## src/rtl/sisc_ifetch_if.sv

```systemverilog
// Instruction-memory bus between the SISC fetch stage (master) and instruction memory (slave).
// im_req is held high with a constant im_addr until im_ack; im_rdata is valid only in the im_ack cycle.
interface sisc_ifetch_if #(
  parameter int AW = 16,
  parameter int DW = 32
);
  logic          im_req;
  logic [AW-1:0] im_addr;
  logic [DW-1:0] im_rdata;
  logic          im_ack;

  modport master (output im_req, im_addr, input im_rdata, im_ack);
  modport slave  (input im_req, im_addr, output im_rdata, im_ack);
endinterface

```

## src/rtl/sisc_ifetch.sv

```systemverilog
// SISC instruction-fetch stage: owns PC and IR, fetches over the im_req/im_ack bus.
// Optional fetch timeout enabled by defining SISC_IFETCH_TIMEOUT_EN.
module sisc_ifetch #(
  parameter int AW      = 16,
  parameter int DW      = 32,
  parameter int TIMEOUT = 15
) (
  input  logic          clk,
  input  logic          rst_f,
  input  logic          pc_rst,
  input  logic          pc_write,
  input  logic          pc_sel,
  input  logic          br_sel,
  input  logic          ir_load,
  sisc_ifetch_if.master im,
  output logic [AW-1:0] pc_out,
  output logic [DW-1:0] instr,
  output logic [3:0]    opcode,
  output logic [3:0]    mm,
  output logic          fetch_busy,
  output logic          ir_valid,
  output logic          fetch_err,
  output logic [1:0]    dbg_state
);

  if (AW < 16 || AW > 32 || DW != 32 || TIMEOUT < 1) begin : g_param_check
    $error("sisc_ifetch: illegal parameter set");
  end

  typedef enum logic [1:0] {
    S_IDLE = 2'd0,
    S_REQ  = 2'd1,
    S_DONE = 2'd2
  } state_t;

  state_t        r_state;
  state_t        w_next;
  logic [AW-1:0] r_pc;
  logic [AW-1:0] r_addr;
  logic [AW-1:0] w_pc_next;
  logic [AW-1:0] w_off;
  logic [AW-1:0] w_abs;
  logic [DW-1:0] r_instr;
  logic [DW-1:0] r_rdata;
  logic [DW-1:0] w_rdata_next;
  logic          r_ir_valid;
  logic          w_err_set;

  // Branch offset is sign-extended, absolute target zero-extended, both from instr[15:0].
  if (AW > 16) begin : g_ext
    assign w_off = {{(AW-16){r_instr[15]}}, r_instr[15:0]};
    assign w_abs = {{(AW-16){1'b0}}, r_instr[15:0]};
  end else begin : g_noext
    assign w_off = r_instr[15:0];
    assign w_abs = r_instr[15:0];
  end

`ifdef SISC_IFETCH_TIMEOUT_EN
  localparam int CW = $clog2(TIMEOUT + 1);
  logic [CW-1:0] r_cnt;
  logic          r_err;
  logic          w_timeout;

  assign w_timeout = (r_cnt == CW'(TIMEOUT - 1));

  always_ff @(posedge clk or negedge rst_f) begin
    if (!rst_f) begin
      r_cnt <= '0;
      r_err <= 1'b0;
    end else begin
      r_cnt <= (r_state == S_REQ) ? r_cnt + CW'(1) : '0;
      if (w_err_set) r_err <= 1'b1;
    end
  end

  assign fetch_err = r_err;
`else
  assign fetch_err = 1'b0;
`endif

  always_comb begin
    w_next       = r_state;
    w_rdata_next = r_rdata;
    w_err_set    = 1'b0;
    case (r_state)
      S_IDLE: if (ir_load) w_next = S_REQ;
      S_REQ: begin
        if (im.im_ack) begin
          w_rdata_next = im.im_rdata;
          w_next       = S_DONE;
        end
`ifdef SISC_IFETCH_TIMEOUT_EN
        else if (w_timeout) begin
          w_rdata_next = '0;
          w_err_set    = 1'b1;
          w_next       = S_DONE;
        end
`endif
      end
      S_DONE:  w_next = S_IDLE;
      default: w_next = S_IDLE;
    endcase
  end

  // Fetched word is staged in r_rdata and committed to IR on leaving DONE.
  always_ff @(posedge clk or negedge rst_f) begin
    if (!rst_f) begin
      r_state    <= S_IDLE;
      r_addr     <= '0;
      r_rdata    <= '0;
      r_instr    <= '0;
      r_ir_valid <= 1'b0;
    end else begin
      r_state    <= w_next;
      r_rdata    <= w_rdata_next;
      r_ir_valid <= (r_state == S_DONE);
      if (r_state == S_IDLE && ir_load) r_addr <= r_pc;
      if (r_state == S_DONE) r_instr <= r_rdata;
    end
  end

  // PC priority: clear, then update, else hold; targets use the IR value before any same-edge load.
  always_comb begin
    w_pc_next = r_pc;
    if (pc_rst) begin
      w_pc_next = '0;
    end else if (pc_write) begin
      if (!pc_sel)     w_pc_next = r_pc + AW'(1);
      else if (br_sel) w_pc_next = w_abs;
      else             w_pc_next = r_pc + w_off;
    end
  end

  always_ff @(posedge clk or negedge rst_f) begin
    if (!rst_f) r_pc <= '0;
    else        r_pc <= w_pc_next;
  end

  assign im.im_req  = (r_state == S_REQ);
  assign im.im_addr = r_addr;
  assign pc_out     = r_pc;
  assign instr      = r_instr;
  assign opcode     = r_instr[31:28];
  assign mm         = r_instr[27:24];
  assign fetch_busy = (r_state == S_REQ) || (r_state == S_DONE);
  assign ir_valid   = r_ir_valid;
  assign dbg_state  = r_state;

endmodule

```

## src/flat_wrapper.sv

```systemverilog
// flat-port wrapper written by rule: the top's interface ports become plain ports
module sisc_ifetch_flat 
#(
  parameter int AW      = 16,
  parameter int DW      = 32,
  parameter int TIMEOUT = 15
)
  (clk, rst_f, pc_rst, pc_write, pc_sel, br_sel, ir_load, pc_out, instr, opcode, mm, fetch_busy, ir_valid, fetch_err, dbg_state, im_im_req, im_im_addr, im_im_rdata, im_im_ack);
  sisc_ifetch_if #(.AW(AW), .DW(DW)) im_i ();
  input  logic clk;
  input  logic rst_f;
  input  logic pc_rst;
  input  logic pc_write;
  input  logic pc_sel;
  input  logic br_sel;
  input  logic ir_load;
  output logic [AW-1:0] pc_out;
  output logic [DW-1:0] instr;
  output logic [3:0] opcode;
  output logic [3:0] mm;
  output logic fetch_busy;
  output logic ir_valid;
  output logic fetch_err;
  output logic [1:0] dbg_state;
  output wire logic [$bits(im_i.im_req)-1:0] im_im_req;
  output wire logic [$bits(im_i.im_addr)-1:0] im_im_addr;
  input wire logic [$bits(im_i.im_rdata)-1:0] im_im_rdata;
  input wire logic [$bits(im_i.im_ack)-1:0] im_im_ack;
  assign im_im_req = im_i.im_req;
  assign im_im_addr = im_i.im_addr;
  assign im_i.im_rdata = im_im_rdata;
  assign im_i.im_ack = im_im_ack;
  sisc_ifetch #(.AW(AW), .DW(DW), .TIMEOUT(TIMEOUT)) u_core (.clk(clk), .rst_f(rst_f), .pc_rst(pc_rst), .pc_write(pc_write), .pc_sel(pc_sel), .br_sel(br_sel), .ir_load(ir_load), .im(im_i), .pc_out(pc_out), .instr(instr), .opcode(opcode), .mm(mm), .fetch_busy(fetch_busy), .ir_valid(ir_valid), .fetch_err(fetch_err), .dbg_state(dbg_state));
endmodule
```

## config.mk

```make
export PLATFORM = sky130hd
export DESIGN_NAME = sisc_ifetch_flat
export DESIGN_NICKNAME = d
export VERILOG_FILES = /design/src/rtl/sisc_ifetch_if.sv /design/src/rtl/sisc_ifetch.sv /design/src/flat_wrapper.sv
export SDC_FILE = /design/constraint.sdc
export NUM_CORES = 1
export LEC_CHECK = 0
export CAP_MARGIN = 10
export CORE_UTILIZATION = 30
export DETAILED_ROUTE_END_ITERATION = 8
export SYNTH_ARGS = -nofsm -noshare
export SYNTH_HDL_FRONTEND = slang
export SYNTH_SLANG_ARGS = --single-unit
```

## constraint.sdc

```tcl
create_clock -name clk -period 3.1 [get_ports clk]
set_input_delay 0.62 -clock clk [delete_from_list [all_inputs] [get_ports clk]]
set_output_delay 0.62 -clock clk [all_outputs]
set_load 0.1 [all_outputs]
```

==> results by stage <==
Floorplanning:
- The I/O pin total is roughly 120.
- The die is roughly 130 um wide.
- The area inside the core boundary is 17,200 um2.
- The floorplan step set the die height to 134 um.
- The die area is between 15,000 and 20,000 um2.
- The initial utilization of the core area, before any placement, comes to 0.305.
- The number of rows created at floorplan is 48.

Yosys:
- The count of mapped cells out of synthesis is 473.
- Of all flip-flops after synthesis, the portion carrying an async set or reset was 1.00.
- The number of synthesized flops with an enable pin is 0.
- The share of the yosys chip area belonging to registers is 0.471.
- The dominant register cell in the synthesized netlist is sky130_fd_sc_hd__dfrtp_1.
- During synthesis, Yosys emitted a total of 0 warnings.
- The synthesized design contains ~100 register bits.
- The cell area that synthesis handed to floorplanning was 5260 um2.
- The number of nets in the synthesized netlist is about 530.
- The distinct cell type count of the synthesized netlist is 65.
- In this run the mean area of a mapped cell was approximately 11 um2.

Timing:
- The tightest slew margin relative to the limit is 0.406.
- The timing-limited maximum frequency is 0.393 GHz.
- The number of hold violations in the final report is 0.
- The count of endpoints failing setup in the final report is 0.
- For the final database, setup skew stands at 0.00520 ns.
- The number of max-slew violations in the final report was 0.
- The worst hold-check slack is between 0.3 and 0.4 ns.
- Setup repair after global routing left no endpoint under its margin.
- Dividing the final minimum period by the clock period gives 0.821.
- The worst-margin pin slew is between 0.8 and 0.9 ns.
- The final critical path time including I/O delays and setup is about 2.5 ns.
- The aggregate negative setup slack is 0 ns.

Setup path:
- The worst setup path is captured at a flip-flop.
- STA puts the critical path data required time at between 3 and 4 ns.
- Among all stages on the critical path, the largest delay is contributed by sky130_fd_sc_hd__dfrtp_1.
- The worst endpoint data arrival time is about 2.8 ns.
- The kind of critical path is reg2reg.
- Along the worst path, the maximum fanout reaches 8.
- The biggest cell delay along the critical path is 0.49 ns.
- The signal on the critical path passes through ha_1 > inv_1 > fa_1 > nor2b_2 > o31a_2 > o311ai_2 > a211o_1 > a311o_1 > nor2_1.
- STA classifies the critical path startpoint as a flip-flop.

Finish:
- The final non-filler cell total is between 800 and 900.
- Relative to the synthesized area, the layout overhead comes to 27.9%.
- The commonest non-fill, non-tap cell in the layout is sky130_fd_sc_hd__dfrtp_1.
- The fraction of layout cells with a size suffix above 1 is 0.338.
- The final layout contains about 640 nets.
- The fill cell total of the finished layout is about 1,700.
- Leaving out fill and tap cells, the most frequent cells in the layout are sky130_fd_sc_hd__dfrtp_1, sky130_fd_sc_hd__buf_4, sky130_fd_sc_hd__mux2_2, sky130_fd_sc_hd__clkdlybuf4s50_1, sky130_fd_sc_hd__nor2_1.
- The count of inserted antenna diode cells is 0.

Detailed routing:
- For this run, design rule violations remaining after detail routing come to 1.
- After detailed routing, the number of vias per cell comes to ~5.1.
- For this block, the routed nets add up to roughly 13,000 um of wire.
- Summing over every cut layer, the via total after detailed routing is 4,084.
- For this run, the detailed router's first-pass iteration total came to 6.
- The detail route stage leaves a number of antenna-violating nets equal to 0.
- The average detailed-routed wire length per instance is roughly 16 um.
- The first routing iteration left about 280 violations.

Global route:
- The remaining global-route overflow is 0.
- The initial antenna violation count came to 0.
- In the global route stage, overall resource usage came out at 0.153.
- Entering global routing, the biggest net connects 69 pins.
- The first global-routing pass estimated 21,500 um of wire.
- The via count of the first global-routing pass is 4,010.

Placement:
- Routability-driven placement finished with a final weighted congestion of between 0.8 and 0.9.
- Counting tap cells, the placed design contains a total of 792 instances.
- The half-perimeter wire length of the detailed placement result is 9840 um.
- The number of buffers added on ports is approximately 120.

Clock tree:
- For this design, the sink count on the clock tree is 99.
- After clock tree synthesis, the repair step resized 0 gates.
- The clock passes through at most 2 buffers.
- CTS built an H-tree with a depth of 3.
- For the worst-skew pair, the clock arrives at the later sink with an insertion delay of between 0.3 and 0.4 ns.
- The root buffer cell chosen for the clock tree is sky130_fd_sc_hd__clkbuf_16.
- The TritonCTS clock tree is yes.
- Buffers inserted during clock tree synthesis total 9.
- The post-CTS setup buffer count is 0.
- For this design, the CTS-stage hold fixing added 0 buffers.
- After clock tree synthesis, the clock-pin slew on the worst setup and hold paths is around 0.07 ns.

Status:
- The final reports fail on DRC.
- The run finished, with violations left.

Worst hold path:
- The path category of the worst min-delay check is in2async.

Job:
- The number of max-capacitance violations reported is 0.
[cells by family after synthesis]
logic type	synth area share
AOI/OAI and AO/OA	0.140
xor gates and xnor gates	0.0117
adders and majority gates	0.0514
buffers and inverters	0.0380
DFF	0.471
muxes	0.177
other	0.000713
and+or+nand+nor	0.111
[through the flow]
step                      instance area (um2)  setup WS (ns)  utilization
after floorplan                          5260          0.122            -
after global placement                   6430          0.598        0.373
after detailed placement                 6430          0.566        0.373
after CTS                                6730          0.570        0.390
after global routing                     6730          0.413        0.390
final                                    6730          0.554        0.390
[cell usage after synthesis, types with 4 or more instances]
library cell,n,area share
sky130_fd_sc_hd__a211o_1,5,0.0083
sky130_fd_sc_hd__a211oi_1,4,0.0057
sky130_fd_sc_hd__a21o_1,8,0.011
sky130_fd_sc_hd__a21oi_1,26,0.025
sky130_fd_sc_hd__buf_1,5,0.0036
sky130_fd_sc_hd__buf_4,9,0.013
sky130_fd_sc_hd__clkbuf_1,16,0.011
sky130_fd_sc_hd__dfrtp_1,99,0.47
sky130_fd_sc_hd__ha_1,20,0.048
sky130_fd_sc_hd__inv_1,13,0.0093
sky130_fd_sc_hd__mux2_2,79,0.17
sky130_fd_sc_hd__mux2i_1,4,0.0076
sky130_fd_sc_hd__nand2_1,18,0.013
sky130_fd_sc_hd__nand2b_1,4,0.0048
sky130_fd_sc_hd__nand3_1,11,0.010
sky130_fd_sc_hd__nand4_1,4,0.0048
sky130_fd_sc_hd__nor2_1,35,0.025
sky130_fd_sc_hd__nor2b_1,5,0.0059
sky130_fd_sc_hd__nor3_1,8,0.0076
sky130_fd_sc_hd__nor4_1,5,0.0059
sky130_fd_sc_hd__o21ai_0,24,0.023
sky130_fd_sc_hd__xnor2_1,5,0.0083
[flip-flops by register name (all words and copies together), names as in the netlist]
name	cells
u_core.im.im_addr	16
u_core.ir_valid	1
u_core.dbg_state	2
u_core.pc_out	16
u_core.instr	32
u_core.r_rdata	32
[per-layer routing]
metal	routed length [um]	track usage
met1	6070	0.202
met2	6270	0.243
met3	669	0.0265
met4	295	0.0724
met5	0	0
[worst max-delay path: cells and delay by family, from the launching register on]
family | cells | cell delay (ns)
compound gates | 4 | 1.01
fa+ha+maj | 2 | 0.67
buf+inv | 1 | 0.08
flops | 1 | 0.49
simple gates | 2 | 0.25
[path summary, 6_finish.rpt]
check	startpoint	slack, ns	cells after the start	end
hold / removal	rst_f	0.39	1	u_core.im.im_addr[14]
setup / recovery	u_core.pc_out[0]	0.55	9	u_core.pc_out[14]
min in group clk	u_core.im.im_addr[1]	0.49	2	u_core.im.im_addr[1]
max in group asynchronous	rst_f	1.91	2	u_core.instr[7]
setup reg to reg	u_core.pc_out[0]	0.55	9	u_core.pc_out[14]
hold reg to reg	u_core.im.im_addr[1]	0.49	2	u_core.im.im_addr[1]
[area by class of cell]
class                           count  area, um2  area share
Sequential cell                    99       2480       0.368
Clock buffer                       10        229      0.0340
Timing Repair Buffer              125       1030       0.154
Inverter                           13       48.8     0.00725
Clock inverter                      6       71.3      0.0106
Multi-Input combinational cell    330       2590       0.385
Tap cell                          225        282      0.0418
Power is left out: the tool's default activity adds up to more than one toggle a clock period on the data nets, which glitch-free logic cannot reach.
